===== config.mk =====
export PLATFORM = sky130hd
export DESIGN_NAME = shot_resolver
export DESIGN_NICKNAME = d
export VERILOG_FILES = /design/src/rtl/shot_resolver.sv
export SDC_FILE = /design/constraint.sdc
export NUM_CORES = 1
export LEC_CHECK = 0
export ABC_CLOCK_PERIOD_IN_PS = 8300
export CAP_MARGIN = 20
export CORE_AREA = 3 3 163 165
export DETAILED_ROUTE_END_ITERATION = 8
export DIE_AREA = 0 0 166 168
export PLACE_DENSITY_LB_ADDON = 0.25
export SLEW_MARGIN = 20
export SYNTH_ARGS = -nofsm -noshare
export SYNTH_HDL_FRONTEND = slang
export SYNTH_SLANG_ARGS = --single-unit

===== constraint.sdc =====
create_clock -name clk -period 8.3 [get_ports clk]
set_input_delay 1.66 -clock clk [delete_from_list [all_inputs] [get_ports clk]]
set_output_delay 1.66 -clock clk [all_outputs]
set_load 0.02 [all_outputs]

===== src/rtl/shot_resolver.sv =====
// Opponent-side shot resolver: snapshots the ship board, steers a cursor,
// resolves shots as hit/miss/repeat and drives a segment-mapped overlay.
module shot_resolver #(
  parameter int BLINK_DIV = 12500000
) (
  input  logic        clk,
  input  logic        reset,
  input  logic [27:0] positions,
  input  logic        arm,
  input  logic        btn_next,
  input  logic        btn_prev,
  input  logic        fire,
  output logic [4:0]  cursor,
  output logic        hit,
  output logic        miss,
  output logic        repeat_shot,
  output logic [4:0]  remaining,
  output logic        game_over,
  output logic [27:0] display,
  output logic [1:0]  state_dbg
);

  // All control inputs are single-cycle pulses; there is no ready/valid
  // back-pressure, a pulse is acted on only in the state that listens to it.
  typedef enum logic [1:0] {
    UNARMED = 2'd0,
    AIM     = 2'd1,
    RESOLVE = 2'd2,
    DONE    = 2'd3
  } state_t;

  localparam int CW = $clog2(BLINK_DIV);
  localparam logic [CW-1:0] CNT_MAX = CW'(BLINK_DIV - 1);

  state_t        state_q;
  logic [4:0]    cursor_q;
  logic [4:0]    target_q;
  logic [4:0]    remaining_q;
  logic [27:0]   board_q;
  logic [27:0]   shots_q;
  logic [27:0]   hits_q;
  logic          hit_q;
  logic          miss_q;
  logic          repeat_q;
  logic          game_over_q;
  logic [CW-1:0] cnt_q;
  logic          phase_q;
  logic [27:0]   display_d;
  logic [4:0]    pos_count;

  function automatic logic [4:0] popcount28(input logic [27:0] v);
    logic [4:0] c;
    c = '0;
    for (int i = 0; i < 28; i++) c = c + {4'd0, v[i]};
    return c;
  endfunction

  assign pos_count = popcount28(positions);

  always_ff @(posedge clk) begin
    if (reset) begin
      state_q     <= UNARMED;
      cursor_q    <= '0;
      target_q    <= '0;
      remaining_q <= '0;
      board_q     <= '0;
      shots_q     <= '0;
      hits_q      <= '0;
      hit_q       <= 1'b0;
      miss_q      <= 1'b0;
      repeat_q    <= 1'b0;
      game_over_q <= 1'b0;
      cnt_q       <= '0;
      phase_q     <= 1'b0;
    end else begin
      hit_q    <= 1'b0;
      miss_q   <= 1'b0;
      repeat_q <= 1'b0;
      if (cnt_q == CNT_MAX) begin
        cnt_q   <= '0;
        phase_q <= ~phase_q;
      end else begin
        cnt_q <= cnt_q + CW'(1);
      end
      case (state_q)
        UNARMED: begin
          if (arm && pos_count != 5'd0) begin
            board_q     <= positions;
            remaining_q <= pos_count;
            shots_q     <= '0;
            hits_q      <= '0;
            cursor_q    <= '0;
            // Restart blink visible so the cursor shows immediately.
            cnt_q       <= '0;
            phase_q     <= 1'b1;
            state_q     <= AIM;
          end
        end
        AIM: begin
          if (fire) begin
            target_q <= cursor_q;
            state_q  <= RESOLVE;
          end else if (btn_next && !btn_prev) begin
            cursor_q <= (cursor_q == 5'd27) ? 5'd0 : cursor_q + 5'd1;
          end else if (btn_prev && !btn_next) begin
            cursor_q <= (cursor_q == 5'd0) ? 5'd27 : cursor_q - 5'd1;
          end
        end
        RESOLVE: begin
          state_q <= AIM;
          if (shots_q[target_q]) begin
            repeat_q <= 1'b1;
          end else begin
            shots_q[target_q] <= 1'b1;
            if (board_q[target_q]) begin
              hits_q[target_q] <= 1'b1;
              remaining_q      <= remaining_q - 5'd1;
              hit_q            <= 1'b1;
              if (remaining_q == 5'd1) begin
                state_q     <= DONE;
                game_over_q <= 1'b1;
              end
            end else begin
              miss_q <= 1'b1;
            end
          end
        end
        DONE: begin
        end
        default: state_q <= UNARMED;
      endcase
    end
  end

  // Cursor bit shows the blink phase even over an already-hit cell.
  always_comb begin
    display_d = hits_q;
    case (state_q)
      UNARMED: display_d = positions;
      AIM, RESOLVE: display_d[cursor_q] = phase_q;
      default: display_d = hits_q;
    endcase
  end

  assign cursor      = cursor_q;
  assign hit         = hit_q;
  assign miss        = miss_q;
  assign repeat_shot = repeat_q;
  assign remaining   = remaining_q;
  assign game_over   = game_over_q;
  assign display     = display_d;
  assign state_dbg   = state_q;

endmodule


==> results of run 1 <==
final cells by class:
type / instances / area [um2]
repair buffers: 87 / 878
clock buffers: 17 / 425
well taps: 330 / 413
fillers: 2550 / 15800
multi-input cells: 654 / 4630
flip-flops and latches: 130 / 2600
clock inverters: 15 / 165
inverters: 64 / 240
Yosys cell counts (22+ instances only):
cell type,instances,area [um2]
inv_1,63,236
dfxtp_1,130,2600
a41oi_1,23,201
mux2i_1,38,380
clkbuf_1,43,161
nor2_1,138,518
o21ai_0,44,220
nor3_1,23,115
nand2_1,66,248
a21oi_1,51,255
ha_1,22,275
a22oi_1,25,188
final timing paths:
check | from | end | slack [ns]
worst max-delay path | positions[0] | cursor[2]$_SDFFE_PP0P_ | 0.87
worst min-delay path | shots_q[3]$_SDFFE_PP0P_ | shots_q[3]$_SDFFE_PP0P_ | 0.46
worst max register to register | target_q[0]$_SDFFE_PP0P_ | remaining[3]$_SDFFE_PP0P_ | 4.95
worst min register to register | shots_q[3]$_SDFFE_PP0P_ | shots_q[3]$_SDFFE_PP0P_ | 0.46
critical path, cell delays in order:
cell and delay [ns]:
clkdlybuf4s50_1 0.53, inv_1 0.08, fa_1 0.56, fa_1 0.45
fa_1 0.50, fa_1 0.54, fa_1 0.43, fa_1 0.49
inv_1 0.04, ha_1 0.20, fa_1 0.41, a211oi_1 0.33
nor3b_1 0.11, o31ai_1 0.46, o21ai_1 0.30, or3b_2 0.52
a21oi_1 0.15
metal layers:
layer,share of wire,up-vias,global-route usage
met2,0.45,205,0.271
met4,0.028,0,0.0647
met5,0,-,0
met3,0.045,38,0.0301
li1,-,3291,-
met1,0.48,3312,0.246
registers in the layout, indices dropped and copies added, names as in the netlist:
signal and cells:
board_q 28, hits_q 28, shots_q 28, cnt_q 24, cursor 5, remaining 5, target_q 5, state_dbg 2
game_over 1, hit 1, miss 1, phase_q 1, repeat_shot 1
power by group through the flow:
stage                     combinational [mW]  clock, mW  sequential, mW
after floorplan                         1.29          0           0.785
after global placement                  1.90          0           0.815
after detailed placement                1.90          0           0.815
after CTS                               1.91      0.774           0.802
after global routing                    2.09      0.803           0.816
final                                   1.91      0.759           0.802
logic make-up after synthesis:
kind of cell | share of synthesized area
buffers and inverters | 0.0719
DFF | 0.335
AOI/OAI and AO/OA | 0.180
adders and majority gates | 0.0871
and+or+nand+nor | 0.193
xor gates and xnor gates | 0.0305
muxes | 0.102
cell usage in the layout (no fill, tap or decap), types with 4 or more instances in the layout:
cell             count
a22oi_1             25
clkdlybuf4s50_1     76
a32oi_1              4
inv_1               63
a21oi_1             51
xor2_1              17
inv_8                5
nor4_1               7
ha_1                22
buf_4                7
nand2b_1             5
nand3b_1             5
clkbuf_16           17
xnor2_1             10
nand4_1              6
and3_1              10
mux4_2               7
nand3_1             19
o21ai_0             44
nor3_1              23
fa_1                20
a31oi_1             18
and2_1               5
mux2_2              18
dfxtp_1            130
nor2_1             138
nand2_1             66
a41oi_1             23
mux2i_1             38
nor2b_1              6
==> results_dict.tcl, run 1 <==
set metrics [dict create \
    root_buffer "clkbuf_16" \
    rsz0062_at_grt "false" \
    fp-row-count 58 \
    power_mw 3.47 \
    cts_num_sinks 130 \
    dr.pass1.iters 5 \
    fin_crit_sh 0.895 \
    powerDensity_mw_per_mm2 371 \
    nets 1030 \
    clk_path_buf_depth 2 \
    status "completed" \
    ys_warn_count 0 \
    avgSynthCellArea_um2 8.44 \
    io_pins 78 \
    synthToLayoutAreaGrowth_pct 20.5 \
    place_congestion 0.914 \
    placedCellCount 1265 \
    synth-seq-cells 130 \
    whs_ns 0.465 \
    hold_path_depth 2 \
    ys_seq_area_frac 0.335 \
    drt_iter0_markers 591 \
    synth-edff-count 0 \
    swShare 0.467 \
    cts_tree "yes" \
    antenna_found_initial 0 \
    drive_gt1_frac 0.0910 \
    fin_setup_tns_ns 0 \
    setup_viol 0 \
    cp-end-kind "register" \
    fmax_mhz 135 \
    combPwrFrac 0.550 \
    core_area_mm2 0.0252 \
    clk_latency_ns 0.42 \
    ir_worst_vdd_v 0.000231 \
    die_h_um 168 \
    worstPathMaxFanout 9 \
    switching_power_mw 1.62 \
    arrival_ns 7.76 \
    io_buffers 77 \
    grt_max_degree 57 \
    fin_ws_ns 0.870 \
    intPower_mw 1.85 \
    postRouteAntennaNets 0 \
    die_w_um 166 \
    h-tree-depth 4 \
    start_kind "input port" \
    seqPwrFrac 0.231 \
    maxSlewHeadroom 0.308 \
    path_clk_slew_ns 0.06 \
    final_cell_area_mm2 0.00935 \
    numCtsBuffers 17 \
    cp.required_ns 8.63 \
    post_cts_buffers 0 \
    hpwlAfterDp_mm 17.9 \
    totalWireLength_mm 24.6 \
    synth_nets 995 \
    grt-ovfl-total 0 \
    r2r_cells 7 \
    synth_ff_type "dfxtp_1" \
    dieArea_mm2 0.0279 \
    syn_area_mm2 0.00776 \
    stdcell_count 1297 \
    vias 6846 \
    finalHoldViolCount 0 \
    slew_violations 0 \
    cts_hold_buf 0 \
    fin_crit_ns 7.43 \
    post-place-ws_ns 0.483 \
    fin_util 0.371 \
    drt-wirelength-per-cell_um 19.0 \
    drc 0 \
    cellLeakagePower_nw 3.52 \
    cts-resized-gates 0 \
    async_flop_share 0 \
    worst_slew_pin_slew_ns 1.04 \
    syn_inst 919 \
    initial_core_util 0.308 \
    path_class "input port to register" \
    hold_path_class "register to register" \
    track_usage 0.175 \
    avgViaCountPerCell 5.28 \
    maxCapViolations 0 \
    placed_cell_area_mm2 0.00876 \
    antennaDiodeCount 0 \
    grt_pass1_vias 6498 \
    p_clk_frac 0.219 \
    ys_types 74 \
    fin_skew_ns 0.0134 \
    grt_pass1_wl_mm 38.8 \
]
Note: power is estimated with default switching activity, not from simulation.
==> run 2: changes to the inputs <==
--- a/config.mk
+++ b/config.mk
@@ -7,9 +7,9 @@
 export LEC_CHECK = 0
 export ABC_CLOCK_PERIOD_IN_PS = 8300
 export CAP_MARGIN = 20
-export CORE_AREA = 3 3 163 165
+export CORE_AREA = 2 2 162 164
 export DETAILED_ROUTE_END_ITERATION = 8
-export DIE_AREA = 0 0 166 168
+export DIE_AREA = 0 0 164 166
 export PLACE_DENSITY_LB_ADDON = 0.25
 export SLEW_MARGIN = 20
 export SYNTH_ARGS = -nofsm -noshare
==> results_dict.tcl, run 2 (synthesis gave the netlist of run 1 again) <==
set metrics [dict create \
    seq_area_mm2 0.00260 \
    grt_util_met2 0.290 \
    clk_latency_ns 0.43 \
    fin_crit_sh 0.884 \
    path_class "input port to register" \
    timing.rr.end "remaining[3]$_SDFFE_PP0P_" \
    io_buffers 77 \
    maxSlewHeadroom 0.306 \
    clk_path_buf_depth 2 \
    die_h_um 166 \
    grt_pass1_vias 6642 \
    post-place-ws_ns 0.486 \
    cts_hold_buf 0 \
    arrival_ns 7.63 \
    avgViaCountPerCell 5.23 \
    hold_path_class "register to register" \
    r2r_cells 7 \
    cts_num_sinks 130 \
    grt-ovfl-total 0 \
    fmax_mhz 136 \
    slew_violations 0 \
    crit_path_start "positions[0]" \
    dieArea_mm2 0.0272 \
    fin_ws_ns 0.964 \
    postRouteAntennaNets 0 \
    finalHoldViolCount 0 \
    setup_viol 0 \
    nets 1031 \
    cts_tree "yes" \
    grt_max_degree 57 \
    antennaDiodeCount 0 \
    fill_cells 2591 \
    placedCellCount 1271 \
    fin_skew_ns 0.0132 \
    vias 6811 \
    initial_core_util 0.303 \
    busiest_layer "met2" \
    totalWireLength_mm 24.7 \
    fin_util 0.365 \
    worstPathMaxFanout 28 \
    cts-resized-gates 0 \
    fp-row-count 59 \
    powerDensity_mw_per_mm2 370 \
    start_kind "input port" \
    use_met3 0.0362 \
    multiInputGateArea_mm2 0.00463 \
    timing.rr.start "target_q[0]$_SDFFE_PP0P_" \
    crit_path_end "board_q[11]$_SDFFE_PP0P_" \
    io_pins 78 \
    synthToLayoutAreaGrowth_pct 20.6 \
    top_regs "board_q (28), hits_q (28), shots_q (28)" \
    numCtsBuffers 17 \
    regToRegSetupSlack_ns 4.85 \
    grt_pass1_wl_mm 38.9 \
    drt-wirelength-per-cell_um 18.9 \
    status "completed" \
    final_common_cell "nor2_1" \
    h-tree-depth 4 \
    drc 0 \
    drive_gt1_frac 0.0919 \
    maxCapViolations 0 \
    cp.required_ns 8.59 \
    cp-end-kind "register" \
    root_buffer "clkbuf_16" \
    rsz0062_at_grt "false" \
    final_cell_area_mm2 0.00936 \
    track_usage 0.184 \
    fin_setup_tns_ns 0 \
    cellLeakagePower_nw 3.52 \
    post_cts_buffers 0 \
    core_area_mm2 0.0256 \
    place_congestion 0.881 \
    placed_cell_area_mm2 0.00877 \
    ir_worst_vdd_v 0.000213 \
    hpwlAfterDp_mm 17.4 \
    antenna_found_initial 0 \
    die_w_um 164 \
    drt_iter0_markers 560 \
    grtUsageMet1 0.261 \
    final_cell_mix "138 x nor2_1, 130 x dfxtp_1, 76 x clkdlybuf4s50_1" \
    fin_crit_ns 7.34 \
    path_clk_slew_ns 0.06 \
    worst_slew_pin_slew_ns 1.03 \
    stdcell_count 1303 \
    dr.pass1.iters 5 \
]
-- run 2: cell types whose count changed in the layout (fill, tap and decap cells not counted) --
cell | previous run | this run
inv_8 | 5 | 0
clkinv_2 | 1 | 3
buf_4 | 7 | 8
bufinv_16 | 1 | 2
clkinv_4 | 1 | 2
clkinv_8 | 1 | 0
clkinvlp_4 | 3 | 4
inv_6 | 3 | 4
-- run 2: power by group --
part / switching [mW] / total (mW) / internal (mW)
Combinational: 1.18 / 1.90 / 0.718
Clock: 0.315 / 0.759 / 0.445
Sequential: 0.0965 / 0.805 / 0.708
-- run 2: worst min path at each step --
stage	depth (start not counted)	start	slack, ns	endpoint
3_5_place_dp	2	shots_q[7]$_SDFFE_PP0P_	0.45	shots_q[7]$_SDFFE_PP0P_
4_1_cts	2	shots_q[7]$_SDFFE_PP0P_	0.47	shots_q[7]$_SDFFE_PP0P_
3_3_place_gp	2	shots_q[10]$_SDFFE_PP0P_	0.45	shots_q[10]$_SDFFE_PP0P_
6_report	2	shots_q[6]$_SDFFE_PP0P_	0.47	shots_q[6]$_SDFFE_PP0P_
5_1_grt	2	hits_q[24]$_SDFFE_PP0P_	0.49	hits_q[24]$_SDFFE_PP0P_
2_1_floorplan	2	shots_q[5]$_SDFFE_PP0P_	0.43	shots_q[5]$_SDFFE_PP0P_
-- run 2: layout make-up --
type	count	share of cell area
Clock buffer	17	0.0455
Clock inverter	15	0.0168
Inverter	64	0.0257
Multi-Input combinational cell	654	0.494
Sequential cell	130	0.278
Tap cell	335	0.0448
Timing Repair Buffer	88	0.0947
-- run 2: critical path, cell delays in order --
cell             delay, ns
clkdlybuf4s50_1       0.53
inv_1                 0.08
fa_1                  0.51
fa_1                  0.40
inv_1                 0.08
fa_1                  0.45
fa_1                  0.52
fa_1                  0.54
inv_1                 0.06
fa_1                  0.54
inv_1                 0.07
fa_1                  0.46
a211oi_1              0.31
o21ba_2               0.20
nor2_1                0.09
o311ai_4              0.50
buf_12                0.29
mux2i_1               0.24
nor2_1                0.05
-- run 2: metrics by stage --
| step | hold slack, ns | total power, mW |
|---|---|---|
| floorplan | 0.428 | 2.07 |
| global route | 0.490 | 3.69 |
| global placement | 0.446 | 2.68 |
| detailed placement | 0.453 | 2.69 |
| CTS | 0.468 | 3.46 |
| finish | 0.466 | 3.46 |
-- run 2: per-layer routing --
layer,vias to the layer above,part of all wire,wire [um]
met1,3299,0.48,11800
met3,15,0.050,1240
met4,0,0.012,289
met2,214,0.46,11300
li1,3283,-,-
met5,-,0,0
